## src/rtl/pad_input_conditioner.sv

```systemverilog
// rtl/pad_input_conditioner.sv - pad input synchronizer plus usr_btn debouncer.
// Define PAD_INPUT_CONDITIONER_GLITCH_FILTER_EN to add a 3-sample majority filter on the GPIO path.
module pad_input_conditioner #(
  parameter int GPIO_W          = 20,
  parameter int DEBOUNCE_CYCLES = 480000,
  parameter int BTN_ACTIVE_LOW  = 1
) (
  input  logic              clk,
  input  logic              rst_n,
  input  logic [GPIO_W-1:0] gpio_in_raw,
  input  logic              btn_raw,
  output logic [GPIO_W-1:0] gpio_in_sync,
  output logic              btn_level,
  output logic              btn_press,
  output logic              btn_release
);

  localparam int CNT_W = $clog2(DEBOUNCE_CYCLES);
  localparam logic [CNT_W-1:0] CNT_LAST = CNT_W'(DEBOUNCE_CYCLES - 1);
  localparam logic BTN_IDLE = (BTN_ACTIVE_LOW != 0) ? 1'b1 : 1'b0;

  typedef enum logic [1:0] {
    RELEASED,
    CHK_PRESS,
    PRESSED,
    CHK_RELEASE
  } state_t;

  logic [GPIO_W-1:0] gpio_s1;
  logic [GPIO_W-1:0] gpio_s2;
  logic              btn_s1;
  logic              btn_s2;
  logic              btn_n;

  state_t            state;
  state_t            state_next;
  logic [CNT_W-1:0]  count;
  logic [CNT_W-1:0]  count_next;
  logic              level_next;
  logic              press_next;
  logic              release_next;

  // Button flops reset to the released level so reset exit never looks like a press.
  always_ff @(posedge clk) begin
    if (!rst_n) begin
      gpio_s1 <= '0;
      gpio_s2 <= '0;
      btn_s1  <= BTN_IDLE;
      btn_s2  <= BTN_IDLE;
    end else begin
      gpio_s1 <= gpio_in_raw;
      gpio_s2 <= gpio_s1;
      btn_s1  <= btn_raw;
      btn_s2  <= btn_s1;
    end
  end

`ifdef PAD_INPUT_CONDITIONER_GLITCH_FILTER_EN
  logic [GPIO_W-1:0] flt_d1;
  logic [GPIO_W-1:0] flt_d2;

  always_ff @(posedge clk) begin
    if (!rst_n) begin
      flt_d1       <= '0;
      flt_d2       <= '0;
      gpio_in_sync <= '0;
    end else begin
      flt_d1       <= gpio_s2;
      flt_d2       <= flt_d1;
      gpio_in_sync <= (gpio_s2 & flt_d1) | (gpio_s2 & flt_d2) | (flt_d1 & flt_d2);
    end
  end
`else
  assign gpio_in_sync = gpio_s2;
`endif

  assign btn_n = (BTN_ACTIVE_LOW != 0) ? ~btn_s2 : btn_s2;

  // Counter only advances below CNT_LAST, so it saturates instead of wrapping.
  always_comb begin
    state_next = state;
    count_next = count;
    case (state)
      RELEASED: begin
        if (btn_n) begin
          state_next = CHK_PRESS;
          count_next = '0;
        end
      end
      CHK_PRESS: begin
        if (!btn_n) begin
          state_next = RELEASED;
        end else if (count == CNT_LAST) begin
          state_next = PRESSED;
        end else begin
          count_next = count + CNT_W'(1);
        end
      end
      PRESSED: begin
        if (!btn_n) begin
          state_next = CHK_RELEASE;
          count_next = '0;
        end
      end
      CHK_RELEASE: begin
        if (btn_n) begin
          state_next = PRESSED;
        end else if (count == CNT_LAST) begin
          state_next = RELEASED;
        end else begin
          count_next = count + CNT_W'(1);
        end
      end
      default: begin
        state_next = RELEASED;
        count_next = '0;
      end
    endcase
    level_next   = (state_next == PRESSED) || (state_next == CHK_RELEASE);
    press_next   = (state == CHK_PRESS) && (state_next == PRESSED);
    release_next = (state == CHK_RELEASE) && (state_next == RELEASED);
  end

  always_ff @(posedge clk) begin
    if (!rst_n) begin
      state       <= RELEASED;
      count       <= '0;
      btn_level   <= 1'b0;
      btn_press   <= 1'b0;
      btn_release <= 1'b0;
    end else begin
      state       <= state_next;
      count       <= count_next;
      btn_level   <= level_next;
      btn_press   <= press_next;
      btn_release <= release_next;
    end
  end

endmodule

```

## config.mk

```make
export PLATFORM = sky130hd
export DESIGN_NAME = pad_input_conditioner
export DESIGN_NICKNAME = d
export VERILOG_FILES = /design/src/rtl/pad_input_conditioner.sv
export SDC_FILE = /design/constraint.sdc
export NUM_CORES = 1
export LEC_CHECK = 0
export CAP_MARGIN = 20
export CORE_MARGIN = 5
export CORE_UTILIZATION = 46
export DETAILED_ROUTE_END_ITERATION = 8
export PLACE_DENSITY_LB_ADDON = 0.25
export SETUP_SLACK_MARGIN = 0.4
export SYNTH_ARGS = -nofsm -noshare
export SYNTH_HDL_FRONTEND = slang
export SYNTH_SLANG_ARGS = --single-unit
export TNS_END_PERCENT = 30
```

## constraint.sdc

```tcl
create_clock -name clk -period 1.65 [get_ports clk]
set_input_delay 0.33 -clock clk [delete_from_list [all_inputs] [get_ports clk]]
set_output_delay 0.33 -clock clk [all_outputs]
set_load 0.01 [all_outputs]
```

== After elaboration in Yosys (flattened, before gate mapping) ==
Cells that the tools add are included.

* Flip-flop bits (word level): 66
* Input port bits: 23
* Output and inout bits: 23
* Word-level logic and storage cells: 39

* Add/sub/neg operators: 1
* Equality and inequality tests: 10
* Muxes and demuxes: 13
* Reductions and logical operators: 6

{| class="wikitable"
|+ Operators with widths
! kind !! number
|-
| 2-to-1 mux 19 bit || 5
|-
| case mux 19 bit (4 select lines) || 1
|-
| adder 19 x 1 -> 19 bit (second input constant) || 1
|-
| == test 19 bit (second input constant) || 1
|-
| 2-to-1 mux 2 bit || 6
|-
| == test 2 bit (second input constant) || 4
|-
| != test 2 bit (second input constant) || 4
|-
| case mux 2 bit (4 select lines) || 1
|-
| logical NOT 2 bit || 2
|-
| AND reduction 4 bit || 1
|-
| == test 2 x 1 -> 1 bit (second input constant) || 1
|-
| logical AND 1 bit || 2
|-
| logical OR 1 bit || 1
|}

== Logic depth before layout (Yosys ltp) ==
* Depth in word-level cells: 6
* Mapped depth: 7
* Gate-level depth less buffers: 6

== Least setup slack after synthesis ==
OpenSTA, ideal clock, no wires.

* Path type: register to register
* Start point: register count[0]
* End point: register count[15]
* Library setup time: 117 ps
* Data arrival time: 1,435 ps
* Data required time: 1,533 ps
* Setup slack: 97 ps
* Stages on the path, launching flop included: 8
* Buffers on the path: 1
* Clock period less this slack: 1,553 ps
* Path through: dfxtp_1 > ha_1 > and3_4 > nand3_2 > o21ai_2 > buf_6 > nor2_1 > a32o_1

* Longest elaborated chain between the ends: 4
* Elaborated cells on any way between the ends: 6
* Those cells by class: 1 x add/sub; 1 x eq/ne; 4 x mux

{| class="wikitable"
|+ Ends and longest elaborated chain
! element !! RTL line !! RTL
|-
| from (decl) || 37 || <nowiki>logic [CNT_W-1:0] count;</nowiki>
|-
| from (signal assigned) || 133 || <nowiki>count <= count_next;</nowiki>
|-
| adder 19 x 1 -> 19 bit / == test 19 bit (equally long branches) || n/a ||
|-
| 2-to-1 mux 19 bit * || 93, 108 ||
|-
| 2-to-1 mux 19 bit, on equally long branches || 106, 91 ||
|-
| case mux 19 bit (4 select lines) * || 83 || <nowiki>case (state)</nowiki>
|}

Mark *: on every way between the ends. The rest lies on a longest branch, timed or not. The select of a mux whose other input is x is not followed.
A chain may end at the register's enable or synchronous reset.

== Worst setup path after layout ==
* Start point: register count[13]
* End point: register btn_level

* Longest elaborated chain between the ends: 6
* Elaborated cells on any way between the ends: 9
* Those cells by class: 3 x eq/ne; 5 x mux; 1 x reduce/logical

{| class="wikitable"
|+ Ends and longest elaborated chain
! element !! RTL line !! RTL
|-
| == test 19 bit * || 93, 108 ||
|-
| 2-to-1 mux 2 bit, on equally long branches || 108, 93 ||
|-
| 2-to-1 mux 2 bit, on equally long branches || 106, 91 ||
|-
| case mux 2 bit (4 select lines) * || 83 ||
|-
| == test 2 bit || 119 || <nowiki>level_next = (state_next == PRESSED) || (state_next == CHK_RELEASE);</nowiki>
|-
| logical OR 1 bit * || 119 ||
|-
| to (signal assigned) || 134 || <nowiki>btn_level <= level_next;</nowiki>
|-
| to (decl) || 13 || <nowiki>output logic btn_level,</nowiki>
|}

Mark *: on every way between the ends. The rest lies on a longest branch, timed or not.

==> impl_metrics.sql <==
INSERT INTO impl_metrics (metric_group, metric, value, unit) VALUES
('run_status', 'outcome', 'finished clean', ''),
('cells_and_area', 'layoutNonFillerInstCount', '378', ''),
('die', 'i_o_pin_count', '46', ''),
('critical_path', 'data_required_time_at_the_worst_endpoint', '1930', 'ps'),
('cts', 'clk_latency', '330', 'ps'),
('synthesis', 'avgSynthCellArea', '10.08', 'um2'),
('global_routing', 'grt_start_max_net_pins', '27', ''),
('drt', 'detailroute.via_count', '1922', ''),
('sta', 'finalWorstPathRequiredPeriod', '1575', 'ps'),
('synthesis', 'sequential_share_of_the_synthesized_area', '54.00', '%'),
('place', 'dp_hpwl', '3.390', 'mm'),
('synthesis', 'synth.most_common_cell', 'dfxtp_1', ''),
('cells_and_area', 'fillers', '391', ''),
('cts', 'htreeDepth', '3', ''),
('pwr', 'seq_power_share', '49.6', '%'),
('global_routing', 'grt_pass1_vias', '1820', ''),
('critical_path', 'cp-start-kind', 'flip-flop', ''),
('die', 'die_footprint', '6786', 'um2'),
('pwr', 'clockPowerShare', '43.7', '%'),
('die', 'initial_core_util', '47.18', '%'),
('synthesis', 'synth_mux_area_share', '0', '%'),
('pwr', 'sw_frac_of_total', '20.83', '%'),
('global_routing', 'grt_pass1_wl', '8.625', 'mm'),
('synthesis', 'netlist.area_leader.share', '54.00', '%'),
('drt', 'detailedRoute.firstIterationViolations', '81', ''),
('synthesis', 'synth-compound-area-share', '11.16', '%'),
('synthesis', 'synth_top_cell_by_area', 'dfxtp_1', ''),
('synthesis', 'yosys.area_share.adder', '0.5192', '%'),
('die', 'die_width', '82.38', 'um'),
('global_routing', 'track_usage', '16.94', '%'),
('critical_path', 'setup.worst_path.end_class', 'flip-flop', ''),
('synthesis', 'synth_simple_gate_area_share', '29.44', '%'),
('synthesis', 'ys_seq_elements', '65', ''),
('synthesis', 'synth.lib_cells_used.distinct', '40', ''),
('sta', 'timing.setup.tns', '0', 'ps'),
('sta', 'period_share', '95.47', '%'),
('place', 'dpl.cell_count', '350', ''),
('die', 'dieHeight', '82.38', 'um'),
('sta', 'rsz0062_at_grt', 'yes', ''),
('die', 'placement_rows', '26', ''),
('cells_and_area', 'syn2layout_area_growth', '44.03', '%'),
('place', 'portBuffers', '45', ''),
('sta', 'finalHoldViolCount', '0', ''),
('die', 'core_area', '5107', 'um2'),
('global_routing', 'antenna_violations_before_repair', '0', ''),
('critical_path', 'critical_path_class', 'flip-flop to flip-flop', ''),
('min_path', 'worst_hold_path_type', 'flip-flop to flip-flop', ''),
('pwr', 'cellInternalPower', '0.002580', 'W'),
('drt', 'drt-wirelength-per-cell', '14.40', 'um'),
('min_path', 'hold_path.startpoint', 'btn_s1$_SDFF_PN1_', ''),
('critical_path', 'timing.critical_path.fanout_max', '4', ''),
('drt', 'dr.pass1.iters', '4', ''),
('sta', 'relSlewSlack', '75.04', '%'),
('critical_path', 'r2r_start', 'count[13]$_SDFFE_PN0P_', ''),
('pwr', 'p_leak', '1.602', 'nW'),
('drt', 'route.detailed.vias_per_inst', '5.085', ''),
('synthesis', 'synth_cells', '239', ''),
('critical_path', 'critPathLaunch', 'count[13]$_SDFFE_PN0P_', ''),
('sta', 'worst_slew_pin_slew', '371.7', 'ps'),
('place', 'gp_congestion', '0.8334', ''),
('pwr', 'power_per_cell_area', '938.9', 'nW/um2'),
('cts', 'clk_path_buf_depth', '2', ''),
('synthesis', 'synth.top_cells.by_count', 'dfxtp_1, and2_1, nand2_1', ''),
('run', 'timing.max_cap.violations', '0', ''),
('synthesis', 'async_flop_share', '0', '%'),
('synthesis', 'synth_xor_area_share', '0.3634', '%'),
('cts', 'cts_tree', 'built', ''),
('cts', 'clk_transition_reported_paths', '70', 'ps'),
('pwr', 'power.switching', '0.0006787', 'W'),
('cells_and_area', 'final_net_count', '327', ''),
('drt', 'route.detailed.drc', '0', '');
-- power by group through the flow --
stage / Combinational [W] / Clock [W] / Sequential, W
final: 0.000217 / 0.00142 / 0.00162
after global routing: 0.000236 / 0.00154 / 0.00162
after CTS: 0.000222 / 0.00147 / 0.00162
after detailed placement: 0.000205 / 0 / 0.00166
after global placement: 0.000203 / 0 / 0.00166
after floorplan: 0.0000803 / 0 / 0.00167
-- per-layer routing --
| metal | vias to the layer above | global-route usage [%] | part of all wire, % |
|---|---|---|---|
| met2 | 45 | 26.20 | 46 |
| li1 | 967 | - | - |
| met3 | 8 | 5.640 | 6.3 |
| met4 | 0 | 6.977 | 1.6 |
| met1 | 902 | 21.59 | 46 |
| met5 | - | 0 | 0 |
-- flip-flops by register name (all words and copies together), names as in the netlist --
register	cells
btn_level	1
btn_s2	1
btn_press	1
state	1
btn_s1	1
gpio_in_sync	20
count	19
gpio_s1	20
btn_release	1
-- path summary, 6_finish.rpt --
check / slack (ps) / endpoint / depth (start not counted)
worst max-delay path: 70 / btn_level$_SDFF_PN0_ / 6
worst min register to register: 420 / btn_s2$_SDFF_PN1_ / 1
worst max register to register: 70 / btn_level$_SDFF_PN0_ / 6
worst min-delay path: 420 / btn_s2$_SDFF_PN1_ / 1
-- through the flow --
step                      hold slack, ps  util (%)  cell area, um2  total power [W]
after floorplan                    386.3         -            2451         0.001753
after global placement             397.3     58.75            3000         0.001865
after detailed placement           401.8     58.75            3000         0.001869
after CTS                          416.9     65.58            3349         0.003313
after global routing               421.6     67.96            3471         0.003397
final                              415.6     67.96            3471         0.003259
-- logic make-up (layout without fill, tap and decap cells) --
kind of cell,after synthesis,count (layout)
AO/OA/AOI/OAI,42,42
flip-flops,65,65
AND/OR/NAND/NOR,113,113
adder cells (fa/ha/maj),1,1
XOR/XNOR,1,1
buffers and inverters,17,86
-- placed cells by master, fill, tap and decap left out, drive strengths merged, types with 11 or more instances in the layout --
| cell | netlist | layout |
|---|---|---|
| clkdlybuf4s50 | 0 | 22 |
| dfxtp | 65 | 65 |
| nand2 | 20 | 20 |
| a21oi | 15 | 15 |
| o22ai | 12 | 12 |
| nand3 | 11 | 11 |
| or3 | 12 | 12 |
| and2 | 42 | 42 |
| buf | 6 | 21 |
| clkbuf | 7 | 11 |
| dlymetal6s2s | 0 | 20 |
-- final cells by class --
| type | count | area, um2 | area share [%] |
|---|---|---|---|
| clock inverter | 6 | 82.58 | 2.379 |
| multi-input combinational | 157 | 1092 | 31.47 |
| sequential | 65 | 1334 | 38.43 |
| clock buffer | 10 | 127.6 | 3.677 |
| timing repair buffer | 66 | 732.0 | 21.09 |
| tap | 70 | 87.58 | 2.523 |
| inverter | 4 | 15.01 | 0.4326 |
-- worst max-delay path, stage by stage (launching register included) --
cell	delay [ps]
dfxtp_2	350
nor4b_4	300
nand3_2	160
buf_4	170
or2_2	310
o21ai_1	110
and2_1	120
-- repair_timing --
item | CTS | global route
gates resized for setup | 26 | 39
pin swaps | 14 | 8
gates cloned | 1 | 0
hold buffers | 0 | 0
setup buffers | 9 | 2
setup endpoints to repair | 46 | 44
Note: power is estimated with default switching activity, not from simulation.
==> RTL change 1, RTL diff (same flow settings) <==
Register the output `btn_release` once more, without a reset; this adds one clock of latency there. The other outputs are not delayed to match.
--- a/src/rtl/pad_input_conditioner.sv
+++ b/src/rtl/pad_input_conditioner.sv
@@ -25,6 +25,8 @@
     PRESSED,
     CHK_RELEASE
   } state_t;
+
+  logic btn_release_s0;
 
   logic [GPIO_W-1:0] gpio_s1;
   logic [GPIO_W-1:0] gpio_s2;
@@ -127,14 +129,18 @@
       count       <= '0;
       btn_level   <= 1'b0;
       btn_press   <= 1'b0;
-      btn_release <= 1'b0;
+      btn_release_s0 <= 1'b0;
     end else begin
       state       <= state_next;
       count       <= count_next;
       btn_level   <= level_next;
       btn_press   <= press_next;
-      btn_release <= release_next;
+      btn_release_s0 <= release_next;
     end
+  end
+
+  always_ff @(posedge clk) begin
+    btn_release <= btn_release_s0;
   end
 
 endmodule
Check against the original RTL: no difference found for any inputs over 10 cycles, from zero or initial values and one cycle with rst_n low; that may be too few to reach the edited logic, so the function may still have changed.
==> RTL change 1 against the unedited design <==
Total power increased by 3.6%; final area is 3.3% lower; wire length up 3.7%; worst setup slack got worse by 8.6 ps; first-iteration DRC count up 9.9%; sequential cell count grew 1; clock power rose by 8%; area after synthesis increased by 0.83%; critical path type unchanged; critical endpoint is now count[13]$_SDFFE_PN0P_.
==> RTL change 1: results (changes against the unedited design) <==
{| class="wikitable"
! Metric !! Value
|-
| Area of combinational cells with multiple inputs || 0.00113 mm² (+3.6%)
|-
| Share of final-layout standard cells stronger than drive strength 1 || 0.302 (+0.0390)
|-
| Non-clk bufs || 64 (-3.0%)
|-
| Share of final layout cell area taken by clock buffers and inverters || 0.0679 (+0.00730)
|-
| Area taken by flip-flops and latches || 0.00134 mm² (+0.56%)
|-
| Number of nets in the synthesized netlist || 264 (+0.38%)
|-
| Global routing usage summed across all routing layers || 0.171 (+0.00189)
|-
| Post-Route Utilization || 0.657 (-0.0225)
|-
| Arr. time, crit path || 1830 ps (-20 ps)
|-
| Multi-input gate count || 158 (+0.64%)
|-
| Total of fill cells in the finished design || 420 (+7.4%)
|-
| Setup slack at placement || 23.7 ps (-7.55 ps)
|-
| Transition time at the pin with the least slew margin || 361 ps (-10.5 ps)
|-
| DP Wirelength || 3240 µm (-4.5%)
|-
| Static leakage || 0.00135 µW (-15%)
|-
| Most instantiated cells after synthesis || dfxtp_1, and2_1, nand2_1, a21oi_1, or3_1
|-
| Total length of routed met2 wires || 2690 µm (+6.5%)
|-
| Maximum ir drop on the vdd rail || 437 µV (-23%)
|-
| Met1 routed wirelength after detailed routing || 2480 µm (-0.24%)
|-
| Cells taking the most area after synthesis || dfxtp_1, and2_1, a21oi_1
|-
| Wire length of the first global-routing pass || 8710 µm (+0.95%)
|-
| Clock tree sinks || 66 (+1.5%)
|-
| Via count normalized by instance count || 5.17 (+1.7%)
|-
| Number of design-rule violations left by the first detailed-router iteration || 89 (+9.9%)
|-
| Sequential share of the synthesized area || 0.544 (+0.00379)
|-
| Worst setup path startpoint || count[11]$_SDFFE_PN0P_
|-
| Via count of the first global-routing pass || 1831 (+0.60%)
|-
| Maximum number of pins on one net before global-route repair || 34 (+26%)
|-
| Outcome || completed
|-
| Critical path peak fanout || 8 (+4)
|}
-- RTL change 1: changes by cell type after synthesis, sizes merged --
cell	delta
dfxtp	+1
-- RTL change 1: worst paths after layout --
kind | endpoint | slack (ps) | cells after the start
setup reg to reg | count[13]$_SDFFE_PN0P_ | 70 | 6
setup / recovery | count[13]$_SDFFE_PN0P_ | 70 | 6
hold reg to reg | btn_release$_DFF_P_ | 350 | 0
hold / removal | btn_release$_DFF_P_ | 350 | 0
-- RTL change 1: cells by family (layout without fill, tap and decap cells) --
kind of cell | after synthesis | in the layout | synth area share
compound gates | 42 | 42 | 0.111
xor+xnor | 1 | 1 | 0.00361
fa+ha+maj | 1 | 1 | 0.00515
buf+inv | 17 | 84 | 0.0448
flops | 66 | 66 | 0.544
simple gates | 113 | 114 | 0.292
-- RTL change 1: worst max-delay path: stages, from the launching register on --
cell and delay [ps]:
dfxtp_4 370, nor4b_4 290, nand3_2 160, o21ai_4 280, buf_6 180, o211ai_1 100
o31ai_1 110
-- RTL change 1: power groups by stage --
stage / registers, µW / logic, µW / clock network, µW
2_1_floorplan: 1700 / 80.3 / 0
3_3_place_gp: 1690 / 195 / 0
3_5_place_dp: 1690 / 197 / 0
4_1_cts: 1650 / 201 / 1560
5_1_grt: 1650 / 212 / 1650
6_report: 1640 / 196 / 1530
-- RTL change 1: per-layer routing --
| layer | global-route usage | vias to the layer above |
|---|---|---|
| li1 | - | 968 |
| met2 | 0.272 | 67 |
| met5 | 0 | - |
| met4 | 0.0801 | 0 |
| met3 | 0.0564 | 12 |
| met1 | 0.210 | 908 |
-- RTL change 1: timing repair --
item | 4_1_cts | 5_1_grt
endpoints found under the setup margin | 46 | 46
pin swaps | 20 | 14
buffers inserted | 8 | 3
endpoints found under the hold margin | 0 | 0
resized for setup | 40 | 50
gates cloned | 1 | 0
==> RTL change 2, RTL diff (config.mk and constraints unchanged) <==
Made on the original files. `DEBOUNCE_CYCLES`: 480000 -> 1920000.
--- a/src/rtl/pad_input_conditioner.sv
+++ b/src/rtl/pad_input_conditioner.sv
@@ -2,7 +2,7 @@
 // Define PAD_INPUT_CONDITIONER_GLITCH_FILTER_EN to add a 3-sample majority filter on the GPIO path.
 module pad_input_conditioner #(
   parameter int GPIO_W          = 20,
-  parameter int DEBOUNCE_CYCLES = 480000,
+  parameter int DEBOUNCE_CYCLES = 1920000,
   parameter int BTN_ACTIVE_LOW  = 1
 ) (
   input  logic              clk,
Check against the original RTL: same outputs for any inputs over 10 cycles, from zero or initial values and one cycle with rst_n low; that may be too few to reach the edited logic, so the function may still have changed.
==> RTL change 2 against the unedited design <==
The flow now finishes with violations (negative setup slack); final area grew 1.4%; total power shrank 1.9%; count of clock-buffer cells in the layout rose by 1; sequential cell count is 3 higher; utilization fell by 0.31 points; non-clock buffer count rose by 21; wire length down 1.2%; fmax fell by 23%; area after synthesis up 3.9%; first-iteration DRC count shrank 26%; worst setup slack worse by 460 ps; combinational power shrank 3%; largest cell class unchanged; largest power group unchanged.
==> RTL change 2: results (changes against the unedited design) <==
{| class="wikitable"
! Metric !! Value
|-
| Number of cells in the design after placement || 394 (+13%)
|-
| Largest registers || count x21, gpio_in_sync x20, gpio_s1 x20
|-
| Most instantiated cells after synthesis || dfxtp_1, and2_1, nand2_1, a21oi_1, or4_1
|-
| Slowest cell delay on critical path || 510 ps (+160 ps)
|-
| Transition time at the pin with the least slew margin || 358 ps (-13.3 ps)
|-
| Final cell count without fillers || 413 (+9.3%)
|-
| Cells taking the most area after synthesis || dfxtp_1, and2_1, or4_1
|-
| Met3 global-route usage || 0.0405 (-0.0159)
|-
| Mean cell area of the mapped netlist || 9.78 µm² (-3.0%)
|-
| Arr. time, crit path || 2290 ps (+440 ps)
|-
| DP Wirelength || 3450 µm (+1.8%)
|-
| Number of nets in the synthesized netlist || 280 (+6.5%)
|-
| Final WL || 5380 µm (-1.2%)
|-
| Total of fill cells in the finished design || 406 (+3.8%)
|-
| Via count normalized by instance count || 5.00 (-1.7%)
|-
| Worst setup slack after layout || -385 ps (-460 ps)
|-
| Reported clock group power || 1290 µW (-9%)
|-
| Critical-path top delay cell || or4b_1
|-
| Beginning of the worst register-to-register path || count[10]$_SDFFE_PN0P_
|-
| Final Setup Violations || 26 (+26)
|-
| Number of resized instances in the post-cts repair step || 29 (+12%)
|-
| Outcome || finished with violations
|-
| Share of final-layout standard cells stronger than drive strength 1 || 0.222 (-0.0414)
|-
| Number of design-rule violations left by the first detailed-router iteration || 60 (-26%)
|-
| Amount of wire on met3 after detailed routing || 271 µm (-21%)
|-
| Total net switching power || 692 µW (+1.9%)
|-
| Cells on worst reg2reg path || 7 (+1)
|-
| Global routing usage summed across all routing layers || 0.150 (-0.0193)
|-
| Compound-gate portion of the synthesized area || 0.111 (-0.000686)
|-
| Total length of routed met2 wires || 2610 µm (+3.4%)
|-
| Endpoint of the most critical register-to-register path || count[12]$_SDFFE_PN0P_
|-
| Wire length of the first global-routing pass || 8530 µm (-1.1%)
|-
| Failing checks || negative setup slack
|-
| Met2 demand-to-capacity share in global routing || 0.236 (-0.0256)
|-
| Power drawn by the combinational cells || 211 µW (-3%)
|-
| Maximum ir drop on the vdd rail || 406 µV (-29%)
|-
| Sequential share of the synthesized area || 0.544 (+0.00375)
|}
-- RTL change 2: cell types whose count changed in the layout (fill, tap and decap cells not counted), moves of 7 or more --
cell / before / now
a21oi_1: 12 / 19
clkdlybuf4s15_1: 0 / 16
or4_1: 0 / 16
dfxtp_2: 8 / 1
nand2_1: 18 / 26
or3_1: 11 / 2
o21ai_1: 2 / 14
o22ai_1: 10 / 0
dlymetal6s2s_1: 20 / 0
buf_4: 12 / 34
dfxtp_1: 51 / 67
-- RTL change 2: layout make-up --
type	instances	share of cell area
clock buffer	11	0.0373
timing repair buffer	87	0.232
tap	70	0.0249
clock inverter	4	0.0146
multi-input combinational	169	0.300
inverter	4	0.00426
sequential	68	0.387
-- RTL change 2: logic make-up after synthesis --
kind of cell	after synthesis
xor+xnor	1
simple gates	121
flops	68
fa+ha+maj	1
compound gates	46
buf+inv	19
-- RTL change 2: metrics by stage --
step                area, µm²  hold WS [ps]  setup TNS (ps)
global route             3520           429           -9130
CTS                      3440           422           -7560
floorplan                2500           386           -5090
detailed placement       3280           405           -7330
finish                   3520           420           -7700
global placement         3280           388           -6360
-- RTL change 2: worst min-delay path by stage --
stage | startpoint | to | slack [ps] | cells after the start
6_report | btn_s1$_SDFF_PN1_ | btn_s2$_SDFF_PN1_ | 420 | 1
2_1_floorplan | btn_s1$_SDFF_PN1_ | btn_s2$_SDFF_PN1_ | 390 | 1
4_1_cts | btn_s1$_SDFF_PN1_ | btn_s2$_SDFF_PN1_ | 420 | 1
3_3_place_gp | btn_s1$_SDFF_PN1_ | btn_s2$_SDFF_PN1_ | 390 | 1
3_5_place_dp | btn_s1$_SDFF_PN1_ | btn_s2$_SDFF_PN1_ | 400 | 1
5_1_grt | btn_s1$_SDFF_PN1_ | btn_s2$_SDFF_PN1_ | 430 | 1
